$ cat config.mk
export PLATFORM = sky130hd
export DESIGN_NAME = uart_rx_param_flat
export DESIGN_NICKNAME = d
export VERILOG_FILES = /design/src/rtl/uart_rx_param_if.sv /design/src/rtl/uart_rx_param.sv /design/src/flat_wrapper.sv
export SDC_FILE = /design/constraint.sdc
export NUM_CORES = 1
export LEC_CHECK = 0
export ABC_AREA = 1
export BUFFER_PORTS_ARGS = -buffer_cell sky130_fd_sc_hd__buf_2
export CORE_MARGIN = 3
export CORE_UTILIZATION = 63
export DETAILED_ROUTE_END_ITERATION = 6
export PLACE_DENSITY = 0.84
export REMOVE_ABC_BUFFERS = 1
export SLEW_MARGIN = 10
export SYNTH_ARGS = -nofsm -noshare
export SYNTH_HDL_FRONTEND = slang
export SYNTH_SLANG_ARGS = --single-unit
$ cat constraint.sdc
create_clock -name clk -period 2.7 [get_ports clk]
set_input_delay 0.675 -clock clk [delete_from_list [all_inputs] [get_ports clk]]
set_output_delay 0.675 -clock clk [all_outputs]
set_load 0.03 [all_outputs]
$ cat src/rtl/uart_rx_param_if.sv
// Receive-side bundle of the parametrised UART: serial line in, decoded word,
// status flags and load-progress counters out.
interface uart_rx_param_if #(
  parameter int DATA_BITS = 8,
  parameter int CNT_W     = 17
);
  logic                 rx;
  logic [DATA_BITS-1:0] data_out;
  logic                 valid;
  logic                 parity_err;
  logic                 frame_err;
  logic [CNT_W-1:0]     byte_count;
  logic                 programming_done;

  modport master (
    input  rx,
    output data_out, valid, parity_err, frame_err, byte_count, programming_done
  );

  modport slave (
    output rx,
    input  data_out, valid, parity_err, frame_err, byte_count, programming_done
  );
endinterface

$ cat src/rtl/uart_rx_param.sv
// Parametrised UART receiver: 2-FF synchroniser, mid-bit sampling, optional parity,
// 1-2 stop bits, break handling, saturating good-frame counter and load-done flag.
module uart_rx_param #(
  parameter int CLOCK_FREQ     = 100000000,
  parameter int BAUD_RATE      = 115200,
  parameter int DATA_BITS      = 8,
  parameter int PARITY         = 0,
  parameter int STOP_BITS      = 1,
  parameter int EXPECTED_BYTES = 100000,
  parameter int CNT_W          = 17
) (
  input  logic            clk,
  input  logic            rst_n,
  uart_rx_param_if.master bus
);
  localparam int BIT_TICKS = CLOCK_FREQ / BAUD_RATE;
  localparam int HALF      = BIT_TICKS / 2;
  localparam int TW        = (BIT_TICKS > 1) ? $clog2(BIT_TICKS) : 1;
  localparam int BW        = $clog2(DATA_BITS + 1);

  localparam logic [TW-1:0]    TICK_FULL = TW'(BIT_TICKS - 1);
  localparam logic [TW-1:0]    TICK_HALF = TW'(HALF - 1);
  localparam logic [BW-1:0]    LAST_BIT  = BW'(DATA_BITS - 1);
  localparam logic             LAST_STOP = 1'(STOP_BITS - 1);
  localparam logic [CNT_W-1:0] CNT_MAX   = CNT_W'(EXPECTED_BYTES);

  typedef enum logic [2:0] {
    ST_IDLE,
    ST_START,
    ST_DATA,
    ST_PAR,
    ST_STOP,
    ST_BRK
  } state_t;

  function automatic logic parity_err_f(input logic [DATA_BITS-1:0] d, input logic p);
    logic x;
    x = ^d ^ p;
    if (PARITY == 1)      return (x != 1'b1);
    else if (PARITY == 2) return (x != 1'b0);
    else                  return 1'b0;
  endfunction

  function automatic logic [CNT_W-1:0] sat_inc(input logic [CNT_W-1:0] c);
    return (c == CNT_MAX) ? c : c + 1'b1;
  endfunction

  // Input synchroniser: rx_p0 -> rx_p1 (rx_s)
  logic rx_p0, rx_p1, rx_s;

  always_ff @(posedge clk or negedge rst_n) begin
    if (!rst_n) begin
      rx_p0 <= 1'b1;
      rx_p1 <= 1'b1;
    end else begin
      rx_p0 <= bus.rx;
      rx_p1 <= rx_p0;
    end
  end

  assign rx_s = rx_p1;

  state_t               state, state_n;
  logic [TW-1:0]        tick, tick_n;
  logic [BW-1:0]        bit_idx, bit_idx_n;
  logic                 stop_idx, stop_idx_n;
  logic                 fe_acc, fe_acc_n;
  logic [DATA_BITS-1:0] shift, shift_n;
  logic                 par_bit, par_bit_n;
  logic                 frame_end, frame_fe, frame_pe;

  // Frame FSM state and control
  always_ff @(posedge clk or negedge rst_n) begin
    if (!rst_n) begin
      state    <= ST_IDLE;
      tick     <= '0;
      bit_idx  <= '0;
      stop_idx <= 1'b0;
      fe_acc   <= 1'b0;
    end else begin
      state    <= state_n;
      tick     <= tick_n;
      bit_idx  <= bit_idx_n;
      stop_idx <= stop_idx_n;
      fe_acc   <= fe_acc_n;
    end
  end

  // Received data bits carry no reset; they are only consumed at frame end
  always_ff @(posedge clk) begin
    shift   <= shift_n;
    par_bit <= par_bit_n;
  end

  always_comb begin
    state_n    = state;
    tick_n     = tick;
    bit_idx_n  = bit_idx;
    stop_idx_n = stop_idx;
    fe_acc_n   = fe_acc;
    shift_n    = shift;
    par_bit_n  = par_bit;
    frame_end  = 1'b0;
    frame_fe   = 1'b0;
    case (state)
      ST_IDLE: begin
        if (!rx_s) begin
          tick_n  = TICK_HALF;
          state_n = ST_START;
        end
      end
      ST_START: begin
        if (tick != '0) begin
          tick_n = tick - 1'b1;
        end else if (rx_s) begin
          state_n = ST_IDLE;
        end else begin
          tick_n    = TICK_FULL;
          bit_idx_n = '0;
          state_n   = ST_DATA;
        end
      end
      ST_DATA: begin
        if (tick != '0) begin
          tick_n = tick - 1'b1;
        end else begin
          shift_n = {rx_s, shift[DATA_BITS-1:1]};
          tick_n  = TICK_FULL;
          if (bit_idx == LAST_BIT) begin
            stop_idx_n = 1'b0;
            fe_acc_n   = 1'b0;
            state_n    = (PARITY != 0) ? ST_PAR : ST_STOP;
          end else begin
            bit_idx_n = bit_idx + 1'b1;
          end
        end
      end
      ST_PAR: begin
        if (tick != '0) begin
          tick_n = tick - 1'b1;
        end else begin
          par_bit_n = rx_s;
          tick_n    = TICK_FULL;
          state_n   = ST_STOP;
        end
      end
      ST_STOP: begin
        if (tick != '0) begin
          tick_n = tick - 1'b1;
        end else if (stop_idx == LAST_STOP) begin
          frame_end = 1'b1;
          frame_fe  = fe_acc | ~rx_s;
          // A low stop bit may be a break; hold off until the line idles
          state_n   = frame_fe ? ST_BRK : ST_IDLE;
        end else begin
          fe_acc_n   = fe_acc | ~rx_s;
          stop_idx_n = 1'b1;
          tick_n     = TICK_FULL;
        end
      end
      ST_BRK: begin
        if (rx_s) state_n = ST_IDLE;
      end
      default: state_n = ST_IDLE;
    endcase
  end

  assign frame_pe = parity_err_f(shift, par_bit);

  // Output stage: registered on the final stop sample
  logic [DATA_BITS-1:0] data_q;
  logic                 valid_q, pe_q, fe_q, done_q;
  logic [CNT_W-1:0]     cnt_q, cnt_inc;

  assign cnt_inc = sat_inc(cnt_q);

  always_ff @(posedge clk or negedge rst_n) begin
    if (!rst_n) begin
      data_q  <= '0;
      valid_q <= 1'b0;
      pe_q    <= 1'b0;
      fe_q    <= 1'b0;
      cnt_q   <= '0;
      done_q  <= 1'b0;
    end else begin
      valid_q <= frame_end;
      if (frame_end) begin
        data_q <= shift;
        pe_q   <= frame_pe;
        fe_q   <= frame_fe;
        if (!frame_pe && !frame_fe) begin
          cnt_q <= cnt_inc;
          if (cnt_inc == CNT_MAX) done_q <= 1'b1;
        end
      end
    end
  end

  assign bus.data_out         = data_q;
  assign bus.valid            = valid_q;
  assign bus.parity_err       = pe_q;
  assign bus.frame_err        = fe_q;
  assign bus.byte_count       = cnt_q;
  assign bus.programming_done = done_q;

endmodule

$ cat src/flat_wrapper.sv
// flat-port wrapper written by rule: the top's interface ports become plain ports
module uart_rx_param_flat 
#(
  parameter int CLOCK_FREQ     = 100000000,
  parameter int BAUD_RATE      = 115200,
  parameter int DATA_BITS      = 8,
  parameter int PARITY         = 0,
  parameter int STOP_BITS      = 1,
  parameter int EXPECTED_BYTES = 100000,
  parameter int CNT_W          = 17
)
  (clk, rst_n, bus_rx, bus_data_out, bus_valid, bus_parity_err, bus_frame_err, bus_byte_count, bus_programming_done);
  uart_rx_param_if #(.DATA_BITS(DATA_BITS), .CNT_W(CNT_W)) bus_i ();
  input  logic clk;
  input  logic rst_n;
  input wire logic [$bits(bus_i.rx)-1:0] bus_rx;
  output wire logic [$bits(bus_i.data_out)-1:0] bus_data_out;
  output wire logic [$bits(bus_i.valid)-1:0] bus_valid;
  output wire logic [$bits(bus_i.parity_err)-1:0] bus_parity_err;
  output wire logic [$bits(bus_i.frame_err)-1:0] bus_frame_err;
  output wire logic [$bits(bus_i.byte_count)-1:0] bus_byte_count;
  output wire logic [$bits(bus_i.programming_done)-1:0] bus_programming_done;
  assign bus_i.rx = bus_rx;
  assign bus_data_out = bus_i.data_out;
  assign bus_valid = bus_i.valid;
  assign bus_parity_err = bus_i.parity_err;
  assign bus_frame_err = bus_i.frame_err;
  assign bus_byte_count = bus_i.byte_count;
  assign bus_programming_done = bus_i.programming_done;
  uart_rx_param #(.CLOCK_FREQ(CLOCK_FREQ), .BAUD_RATE(BAUD_RATE), .DATA_BITS(DATA_BITS), .PARITY(PARITY), .STOP_BITS(STOP_BITS), .EXPECTED_BYTES(EXPECTED_BYTES), .CNT_W(CNT_W)) u_core (.clk(clk), .rst_n(rst_n), .bus(bus_i));
endmodule
==> metrics.md, run 1 <==
| Metric | Value |
|---|---|
| Syn_area_per_cell | 7.972 µm² |
| Die footprint | 5855 µm² |
| Routed vias/inst | 5.484 |
| R2R Path Start | u_core.tick[0]$_DFFE_PN0P_ |
| Critical Path AT | 2250 ps |
| RSZ-0062 raised after global routing | false |
| Vias in the first global route | 2514 |
| Core area | 4755 µm² |
| Initial antenna violation count | 0 |
| Post-route ant nets | 0 |
| Clock Skew | 9.312 ps |
| Sequential fraction of the synthesis area | 0.4609 |
| Placer Congestion | 0.8725 |
| Ratio of cells with drive above 1 in the final layout | 0.1788 |
| Drt wl/cell | 13.26 µm |
| Largest area contributor in the netlist | dfrtp_1 |
| Root buf cell | clkbuf_8 |
| Worst VDD drop | 297.2 µV |
| Post-route DRC | 0 |
| # Post-CTS Setup Buffers | 0 |
| Largest family of logic cells by synthesized area | simple AND/OR/NAND/NOR gates |
| TritonCTS clock tree | done |
| Final Max Slew Viols | 0 |
| Synth Cell Area | 3133 µm² |
| Met1 usage | 0.3292 |
| Least-Margin Pin Slew | 591.4 ps |
| RR Endpoint | u_core.bus.byte_count[5]$_DFFE_PN0P_ |
| Core Rows | 25 |
| Routed vias | 2698 |
| Xor-xnor portion of the synthesized cell area | 0.03355 |
| CP Class | flop to flop |
| Post-CTS Hold Buffers | 0 |
| Sink Count | 56 |
| Synth area leaders | dfrtp_1 (37%), nand2_1 (13%), edfxtp_1 (7.7%) |
| Dpl hpwl | 4876 µm |
| Min-Delay Endpoint | u_core.rx_p1$_DFF_PN1_ |
| Adder-Cell Fraction of Synth Area | 0.01597 |
| Cts bufs inserted | 5 |
| GR Overflow Total | 0 |
| H-tree Lvls | 2 |
| Hold Vio Cnt, Final | 0 |
| Hold path depth | 0 |
| EDFF count, synth | 8 |
| Maximum clock frequency | 485.4 MHz |
| Max-Slew Margin vs Limit | 0.6057 |
| Internal power | 0.001134 W |
| CP endpoint kind | flop |
| Simple-gate share of the synthesized area | 0.3279 |
| Largest net degree at the start of global routing | 49 |
| Total Wirelength | 6525 µm |
| Comb power frac | 0.016 |
| Quantity of I/O buffers inserted on ports | 30 |
| Total global-route track usage | 0.2356 |
| Tightest Hold Check Type | flop to flop |
| GR Layer Usage met3 | 0.03073 |
| Post-synth ARST share | 0.8571 |
| Die width | 76.52 µm |
| CTS clock-pin slew for the worst setup and hold paths | 100 ps |
| Ant diodes | 0 |
| CP max FO | 19 |
| Status | complete, no violations |
| DR iter-0 viols | 200 |
| First-pass GRT wire length | 11410 µm |
| Smallest hold slack | 361.0 ps |
| Met2 Use GR | 0.3937 |
| Layout Nets | 431 |
| Synth cell types | 37 |
| I/O pins | 32 |
| Power Density | 414.7 nW/µm² |
| Required time worst endpoint | 2890 ps |
| FF-to-FF path depth | 9 |
| Pwr Total | 0.001424 W |
| Synth Flop Type | dfrtp_1 |
| Endpoints failing setup | 0 |
| Period minus WS final | 2060 ps |
| GR peak layer | met2 |
| R2r setup slk | 640 ps |
| Synth Register Bits | 56 |
| Share of power burned in registers | 0.602 |
| Starting Density | 0.6589 |
| Cell area after layout | 3433 µm² |
| Drt first pass iters | 4 |
| Post-DP Area | 3326 µm² |
| Compound-Gate Fraction of Synth Area | 0.08786 |
| Net Switching | 0.0002892 W |
| Leakage | 1.624 nW |
| Worst skew pair latency | 310 ps |
| Maxcap violations | 0 |
| Min-Delay Startpoint | u_core.rx_p0$_DFF_PN1_ |
| Clk buf depth | 2 |
| Top-area cell type share of the netlist area | 0.3674 |
| Top cells by count, synth | nand2_1 (110), nor2_1 (53), dfrtp_1 (46), inv_1 (34), nand3_1 (26) |
| Crit path from | u_core.tick[0]$_DFFE_PN0P_ |
| Setup crit start kind | flop |
| Yosys warnings | 0 |
| Fin crit share | 0.7631 |
| Syn-to-layout area delta | 9.585% |
| Post-Syn Instances | 393 |
| Sw frac | 0.2031 |
| Die Ht | 76.52 µm |
| Mux contribution to synthesized area | 0 |
| PostCTS Resize Cnt | 0 |
| Clk pwr share | 0.382 |
| Most numerous cell in the Yosys netlist | nand2_1 |
| Setup_tns | 0 ps |
==> per-layer routing <==
metal  part of all wire  up-vias
li1                   -     1335
met1               0.46     1278
met2               0.47       79
met3              0.060        6
met4             0.0070        0
met5                  0        -
==> worst max-delay path: stages, from the launching register on <==
cell     delay [ps]
dfrtp_1         400
inv_1           100
ha_1            230
nand3_2         120
nor2_4          170
nand4_4         240
nor2_8          300
inv_2           210
nand2_1         120
o21ai_2          50
==> power by group through the flow <==
stage                     Combinational (W)  Clock (W)  Sequential, W
after floorplan                  0.00000647          0       0.000873
after global placement            0.0000240          0       0.000874
after detailed placement          0.0000243          0       0.000874
after CTS                         0.0000243   0.000548       0.000857
after global routing              0.0000273   0.000583       0.000857
final                             0.0000232   0.000543       0.000857
==> area by class of cell <==
cell class / instances / area [µm²]
clock inverters: 2 / 35.03
repair buffers: 31 / 157.7
flip-flops and latches: 56 / 1444
inverters: 47 / 178.9
multi-input cells: 283 / 1461
well taps: 67 / 83.83
fillers: 399 / 1321
clock buffers: 6 / 72.57
==> sequential cells by signal (all words and copies together) (netlist names), 3 cells and up <==
name,flops
u_core.bus.byte_count,17
u_core.bus.data_out,8
u_core.tick,10
u_core.bit_idx,4
u_core.shift,8
u_core.state,3
==> placed cells by master, fill, tap and decap left out, types with 2 or more instances in the layout <==
master    synthesis  layout
o21ai_0           5       5
edfxtp_1          8       8
xor2_1           10      10
nand4_4           2       2
nand3_2           2       2
clkbuf_8          0       5
dfstp_2           2       2
inv_2            11      11
nand4_1          13      13
nor2_4            4       4
nor2_1           53      53
nand2_1         110     110
dfrtp_1          46      46
buf_2             3      30
o21ai_2           8       8
a31oi_1           6       6
nand2_2           2       2
inv_1            34      34
nor3_1            2       2
o21ai_1          14      14
o22ai_1           4       4
a21oi_1           5       5
xnor2_1           2       2
nand3_1          26      26
ha_1              4       4
nor2_2            3       3
==> per-stage QoR <==
step | setup WS (ps) | utilization | cells
after floorplan | 874.0 | - | 386
after global placement | 730.1 | 0.6995 | 484
after global routing | 459.0 | 0.7221 | 492
after detailed placement | 649.6 | 0.6995 | 484
final | 639.7 | 0.7221 | 492
after CTS | 636.1 | 0.7221 | 492
==> worst max-delay path by stage <==
stage                                                      end  slack (ps)  depth (start not counted)
after global routing      u_core.bus.byte_count[8]$_DFFE_PN0P_         460                          9
final                     u_core.bus.byte_count[5]$_DFFE_PN0P_         640                          9
after detailed placement  u_core.bus.byte_count[0]$_DFFE_PN0P_         650                          9
after global placement    u_core.bus.byte_count[3]$_DFFE_PN0P_         730                          9
after floorplan           u_core.bus.byte_count[2]$_DFFE_PN0P_         870                          9
after CTS                 u_core.bus.byte_count[0]$_DFFE_PN0P_         640                          9
==> kinds of logic after synthesis <==
group	after synthesis
AOI/OAI and AO/OA	45
adders and majority gates	4
xor gates and xnor gates	12
and+or+nand+nor	221
other	1
DFF	56
buffers and inverters	54
Note: power is estimated with default switching activity, not from simulation.
==> run 2: changes to the inputs <==
--- a/config.mk
+++ b/config.mk
@@ -8,9 +8,9 @@
 export ABC_AREA = 1
 export BUFFER_PORTS_ARGS = -buffer_cell sky130_fd_sc_hd__buf_2
 export CORE_MARGIN = 3
-export CORE_UTILIZATION = 63
+export CORE_UTILIZATION = 53
 export DETAILED_ROUTE_END_ITERATION = 6
-export PLACE_DENSITY = 0.84
+export PLACE_DENSITY = 0.76
 export REMOVE_ABC_BUFFERS = 1
 export SLEW_MARGIN = 10
 export SYNTH_ARGS = -nofsm -noshare
==> constraint.sdc (replaced) <==
create_clock -name clk -period 1.8 [get_ports clk]
set_input_delay 0.45 -clock clk [delete_from_list [all_inputs] [get_ports clk]]
set_output_delay 0.45 -clock clk [all_outputs]
set_load 0.03 [all_outputs]
==> metrics.md, run 2 (same netlist as run 1, synthesis figures left out) <==
| Metric | Value |
|---|---|
| DR iter-0 viols | 194 (was 200) |
| Tightest Hold Check Type | input pin to asynchronous set/reset pin (was flop to flop) |
| Die footprint | 6870 µm² (was 5855 µm²) |
| Post-route DRC | 0 (unchanged) |
| Total Wirelength | 7348 µm (was 6525 µm) |
| TritonCTS clock tree | done (unchanged) |
| Drt first pass iters | 4 (unchanged) |
| Ant diodes | 0 (unchanged) |
| Status | complete, no violations (unchanged) |
| Quantity of I/O buffers inserted on ports | 30 (unchanged) |
| Endpoints failing setup | 0 (unchanged) |
| Fillers | 484 (was 399) |
| Clk buf depth | 2 (unchanged) |
| R2r setup slk | 60 ps (was 640 ps) |
| Root buf cell | clkbuf_8 (unchanged) |
| CTS clock-pin slew for the worst setup and hold paths | 110 ps (was 100 ps) |
| Fin util | 0.6624 (was 0.7221) |
| Fin crit share | 0.9694 (was 0.7631) |
| FF-to-FF path depth | 9 (unchanged) |
| Routed vias/inst | 5.344 (was 5.484) |
| Commonest non-fill, non-tap cell in the layout | nand2_1 (unchanged) |
| Hold Vio Cnt, Final | 0 (unchanged) |
| CP max FO | 6 (was 19) |
| CP Class | flop to flop (unchanged) |
| Drt wl/cell | 14.10 µm (was 13.26 µm) |
| Layout Nets | 455 (was 431) |
| Worst skew pair latency | 310 ps (about the same) |
| Final Max Slew Viols | 0 (unchanged) |
| H-tree Lvls | 2 (unchanged) |
| Least-Margin Pin Slew | 526.0 ps (was 591.4 ps) |
| Placement-stage worst setup slack | -62.58 ps (was 649.6 ps) |
| Core area | 5608 µm² (was 4755 µm²) |
| Initial antenna violation count | 0 (unchanged) |
| Syn-to-layout area delta | 18.57% (was 9.585%) |
| Setup_tns | 0 ps (unchanged) |
| Core Rows | 27 (was 25) |
| Cts bufs inserted | 5 (unchanged) |
| Vias in the first global route | 2579 (was 2514) |
| Critical Path AT | 1790 ps (was 2250 ps) |
| CP endpoint kind | flop (unchanged) |
| Maxcap violations | 0 (unchanged) |
| Max-Slew Margin vs Limit | 0.6493 (was 0.6057) |
| Most frequent cells in the layout | nand2_1 (106), nor2_1 (47), dfrtp_1 (37) (was nand2_1 (110), nor2_1 (53), dfrtp_1 (46)) |
| I/O pins | 32 (unchanged) |
| R2R Path Start | u_core.tick[1]$_DFFE_PN0P_ (was u_core.tick[0]$_DFFE_PN0P_) |
| Placer Congestion | 0.9213 (was 0.8725) |
| Routed vias | 2784 (was 2698) |
| Setup crit start kind | flop (unchanged) |
| RR Endpoint | u_core.shift[3]$_DFFE_PP_ (was u_core.bus.byte_count[5]$_DFFE_PN0P_) |
| Setup ws final | 55.11 ps (was 639.7 ps) |
| Leakage | 1.752 nW (was 1.624 nW) |
| Smallest hold slack | 92.03 ps (was 361.0 ps) |
| Starting Density | 0.5587 (was 0.6589) |
| Dpl hpwl | 5262 µm (was 4876 µm) |
| Period minus WS final | 1745 ps (was 2060 ps) |
| Required time worst endpoint | 1840 ps (was 2890 ps) |
| GR Overflow Total | 0 (unchanged) |
| Die Ht | 82.89 µm (was 76.52 µm) |
| Sink Count | 56 (unchanged) |
| Worst VDD drop | 414.4 µV (was 297.2 µV) |
| Post-route ant nets | 0 (unchanged) |
| Ratio of cells with drive above 1 in the final layout | 0.2829 (was 0.1788) |
| Max reg flops | 17 (unchanged) |
| Total global-route track usage | 0.2096 (was 0.2356) |
| Power Density | 554.5 nW/µm² (was 414.7 nW/µm²) |
| Clock Skew | 8.941 ps (was 9.312 ps) |
| First-pass GRT wire length | 11990 µm (was 11410 µm) |
| Die width | 82.89 µm (was 76.52 µm) |
| Maximum clock frequency | 573.1 MHz (was 485.4 MHz) |
| Post-CTS Hold Buffers | 0 (unchanged) |
| Largest net degree at the start of global routing | 29 (was 49) |
==> run 2: cell types whose count changed in the layout (fill, tap and decap cells not counted), moves of 3 or more <==
cell,change
buf_4,+21
dfrtp_1,-9
dfrtp_2,+9
nor2_1,-6
nor2_2,+6
nand2_1,-4
inv_1,-3
nand2_2,+3
==> run 2: power breakdown <==
group	internal [W]	total, W	leakage, nW	switching [W]
sequential	0.00128	0.00129	0.700	0.00000160
combinational	0.00000755	0.0000404	1.01	0.0000328
clock	0.000287	0.000735	0.0463	0.000448
==> run 2: cell type report <==
class                      count  area, µm²  area share
clock buffer                   5      68.82     0.01852
clock inverter                 3      27.53    0.007410
inverter                      47      181.4     0.04884
multi-input combinational    283       1525      0.4106
sequential                    56       1455      0.3917
tap                           72      90.09     0.02425
timing repair buffer          55      366.6     0.09869
==> run 2: worst max path at each step <==
stage / start / end / slack (ps) / depth (start not counted)
5_1_grt: u_core.tick[0]$_DFFE_PN0P_ / u_core.state[2]$_DFFE_PN0P_ / -20 / 11
3_3_place_gp: u_core.bus.byte_count[0]$_DFFE_PN0P_ / u_core.bus.programming_done$_DFFE_PN0P_ / 50 / 9
2_1_floorplan: u_core.tick[0]$_DFFE_PN0P_ / u_core.bus.byte_count[2]$_DFFE_PN0P_ / -30 / 9
3_5_place_dp: u_core.tick[0]$_DFFE_PN0P_ / u_core.bit_idx[0]$_DFFE_PN0P_ / -60 / 10
6_report: u_core.tick[1]$_DFFE_PN0P_ / u_core.shift[3]$_DFFE_PP_ / 60 / 9
4_1_cts: u_core.bus.byte_count[0]$_DFFE_PN0P_ / u_core.bus.programming_done$_DFFE_PN0P_ / 1 / 9
==> run 2: metrics by stage <==
| step | instances | instance area (µm²) | power [W] |
|---|---|---|---|
| CTS | 511 | 3565 | 0.002081 |
| global route | 521 | 3715 | 0.002142 |
| finish | 521 | 3715 | 0.002060 |
| floorplan | 386 | 3084 | 0.001320 |
| detailed placement | 500 | 3427 | 0.001352 |
| global placement | 500 | 3427 | 0.001351 |
==> run 2: what timing repair did <==
item,4_1_cts,5_1_grt
resized for setup,2,29
pin swaps,2,7
setup endpoints to repair,10,46
buffers inserted,3,10
==> run 2: critical path: stages (launching register included) <==
cell	delay, ps
dfrtp_1	400
inv_2	90
ha_4	150
nand3_4	70
nor2_4	170
nand2_4	80
nor2_4	170
inv_4	70
nor2_4	120
buf_6	140
==> run 2: metal layers <==
layer / routed length (µm) / global-route usage / share of wire
met5: 0 / 0 / 0
met4: 55 / 0.05498 / 0.0075
met3: 346 / 0.04365 / 0.047
met2: 3550 / 0.3397 / 0.48
met1: 3395 / 0.2872 / 0.46
==> run 3: changes to the inputs <==
--- a/config.mk
+++ b/config.mk
@@ -7,6 +7,7 @@
 export LEC_CHECK = 0
 export ABC_AREA = 1
 export BUFFER_PORTS_ARGS = -buffer_cell sky130_fd_sc_hd__buf_2
+export CORE_ASPECT_RATIO = 1.2
 export CORE_MARGIN = 3
 export CORE_UTILIZATION = 53
 export DETAILED_ROUTE_END_ITERATION = 6
==> metrics.md, run 3 (same netlist as run 1, synthesis figures left out) <==
| Metric | Value |
|---|---|
| Area of the multi-input gates | 1504 µm² (was 1525 µm²) |
| Period minus WS final | 1705 ps (was 1745 ps) |
| Critical Path AT | 1740 ps (was 1790 ps) |
| Total Wirelength | 6919 µm (was 7348 µm) |
| Fin cells | 525 (was 521) |
| Post-CTS Hold Buffers | 0 (unchanged) |
| Placer Congestion | 0.9105 (was 0.9213) |
| Required time worst endpoint | 1840 ps (about the same) |
| Commonest non-fill, non-tap cell in the layout | nand2_1 (unchanged) |
| DR iter-0 viols | 130 (was 194) |
| TritonCTS clock tree | done (unchanged) |
| Crit-path cells | inv_2, ha_4, nand3_4, nor2_4, nand2_2, nor2_4, inv_2, nor2_4, buf_12 (was inv_2, ha_4, nand3_4, nor2_4, nand2_4, nor2_4, inv_4, nor2_4, buf_6) |
| Critical Path Max Stage Delay | 400 ps (about the same) |
| Core area | 5705 µm² (was 5608 µm²) |
| Power Density | 555.2 nW/µm² (was 554.5 nW/µm²) |
| Vias in the first global route | 2566 (was 2579) |
| Largest net degree at the start of global routing | 20 (was 29) |
| Initial antenna violation count | 0 (unchanged) |
| H-tree Lvls | 2 (unchanged) |
| Die Ht | 90.23 µm (was 82.89 µm) |
| Fillers | 538 (was 484) |
| Clk buf depth | 2 (unchanged) |
| Layout Nets | 451 (was 455) |
| CTS clock-pin slew for the worst setup and hold paths | 110 ps (about the same) |
| Placement-stage worst setup slack | -65.19 ps (was -62.58 ps) |
| Worst VDD drop | 351.4 µV (was 414.4 µV) |
| Hold Vio Cnt, Final | 0 (unchanged) |
| Ratio of cells with drive above 1 in the final layout | 0.2584 (was 0.2829) |
| Drt first pass iters | 5 (was 4) |
| Cell area after layout | 3666 µm² (was 3715 µm²) |
| Post-placement cell count | 511 (was 500) |
| CP max FO | 10 (was 6) |
| Setup crit start kind | flop (unchanged) |
| Max reg flops | 17 (unchanged) |
| Crit-path most repeated cell | nor2_4 (unchanged) |
| Routed vias/inst | 5.208 (was 5.344) |
| Worst skew pair latency | 310 ps (about the same) |
| Die width | 76.19 µm (was 82.89 µm) |
| Quantity of I/O buffers inserted on ports | 30 (unchanged) |
| Sink Count | 56 (unchanged) |
| Cts bufs inserted | 5 (unchanged) |
| Dpl hpwl | 5319 µm (was 5262 µm) |
| GR Overflow Total | 0 (unchanged) |
| Critical-path top delay cell | dfrtp_1 (unchanged) |
| FF+latch area | 1450 µm² (was 1455 µm²) |
| Setup ws final | 95.40 ps (was 55.11 ps) |
| CP endpoint kind | flop (unchanged) |
| Pwr Total | 0.002035 W (was 0.002060 W) |
| Core Rows | 30 (was 27) |
| Maxcap violations | 0 (unchanged) |
| Maximum clock frequency | 586.6 MHz (was 573.1 MHz) |
| Syn-to-layout area delta | 17.01% (was 18.57%) |
| I/O pins | 32 (unchanged) |
| Fin crit share | 0.9470 (was 0.9694) |
| Clock Skew | 7.727 ps (was 8.941 ps) |
| Total global-route track usage | 0.2111 (was 0.2096) |
| Drt wl/cell | 13.18 µm (was 14.10 µm) |
| Post-DP Area | 3460 µm² (was 3427 µm²) |
| First-pass GRT wire length | 11750 µm (was 11990 µm) |
| Setup_tns | 0 ps (unchanged) |
| Ant diodes | 0 (unchanged) |
| Post-route DRC | 0 (unchanged) |
| Worst path bufs/invs | 3 (unchanged) |
| Leakage | 1.717 nW (was 1.752 nW) |
| Die footprint | 6874 µm² (was 6870 µm²) |
| CP Class | flop to flop (unchanged) |
| CP top delay family | simple AND/OR/NAND/NOR gates (unchanged) |
| Endpoints failing setup | 0 (unchanged) |
| Root buf cell | clkbuf_8 (unchanged) |
| Starting Density | 0.5491 (was 0.5587) |
| Post-route ant nets | 0 (unchanged) |
| Routed vias | 2734 (was 2784) |
| Most frequent cells in the layout | nand2_1 (107), nor2_1 (48), dfrtp_1 (41) (was nand2_1 (106), nor2_1 (47), dfrtp_1 (37)) |
| Status | complete, no violations (unchanged) |
| Final Max Slew Viols | 0 (unchanged) |
| Tightest Hold Check Type | input pin to asynchronous set/reset pin (unchanged) |
## run 3: metal layers
layer / routed length (µm) / vias up / share of wire / track usage
met4: 204 / 0 / 0.029 / 0.08459
li1: - / 1371 / - / -
met2: 3575 / 73 / 0.52 / 0.3817
met1: 2903 / 1271 / 0.42 / 0.2544
met3: 236 / 19 / 0.034 / 0.02505
met5: 0 / - / 0 / 0
## run 3: final timing paths
path / startpoint / end / slack, ps / cells past startpoint
worst max-delay path: u_core.tick[1]$_DFFE_PN0P_ / u_core.shift[4]$_DFFE_PP_ / 100 / 9
worst max register to register: u_core.tick[1]$_DFFE_PN0P_ / u_core.shift[4]$_DFFE_PP_ / 100 / 9
worst min register to register: u_core.rx_p0$_DFF_PN1_ / u_core.rx_p1$_DFF_PN1_ / 360 / 0
max in group asynchronous: rst_n / u_core.tick[3]$_DFFE_PN0P_ / 1190 / 2
min in group clk: bus_rx / u_core.rx_p0$_DFF_PN1_ / 240 / 1
worst min-delay path: rst_n / u_core.bit_idx[0]$_DFFE_PN0P_ / 70 / 1
## run 3: metrics by stage
stage,hold WS [ps],util
floorplan,154.4,-
global placement,346.2,0.6064
detailed placement,348.4,0.6064
CTS,70.81,0.6276
global route,84.53,0.6425
finish,69.34,0.6425
## run 3: area by class of cell
cell class / instances / share of cell area
multi-input combinational: 283 / 0.4102
sequential: 56 / 0.3956
timing repair buffer: 51 / 0.09181
inverter: 47 / 0.04949
tap: 80 / 0.02730
clock buffer: 5 / 0.01877
clock inverter: 3 / 0.006826
## run 3: timing repair
action,in CTS,in global routing
buffers inserted,2,4
resized for setup,0,23
setup endpoints to repair,13,43
cloned,0,0
pin swaps,2,5
## run 3: report_power, final
group	switching [W]	leakage, nW	internal, W
registers	0.00000172	0.707	0.00128
logic	0.0000324	0.965	0.00000890
clock network	0.000424	0.0452	0.000285
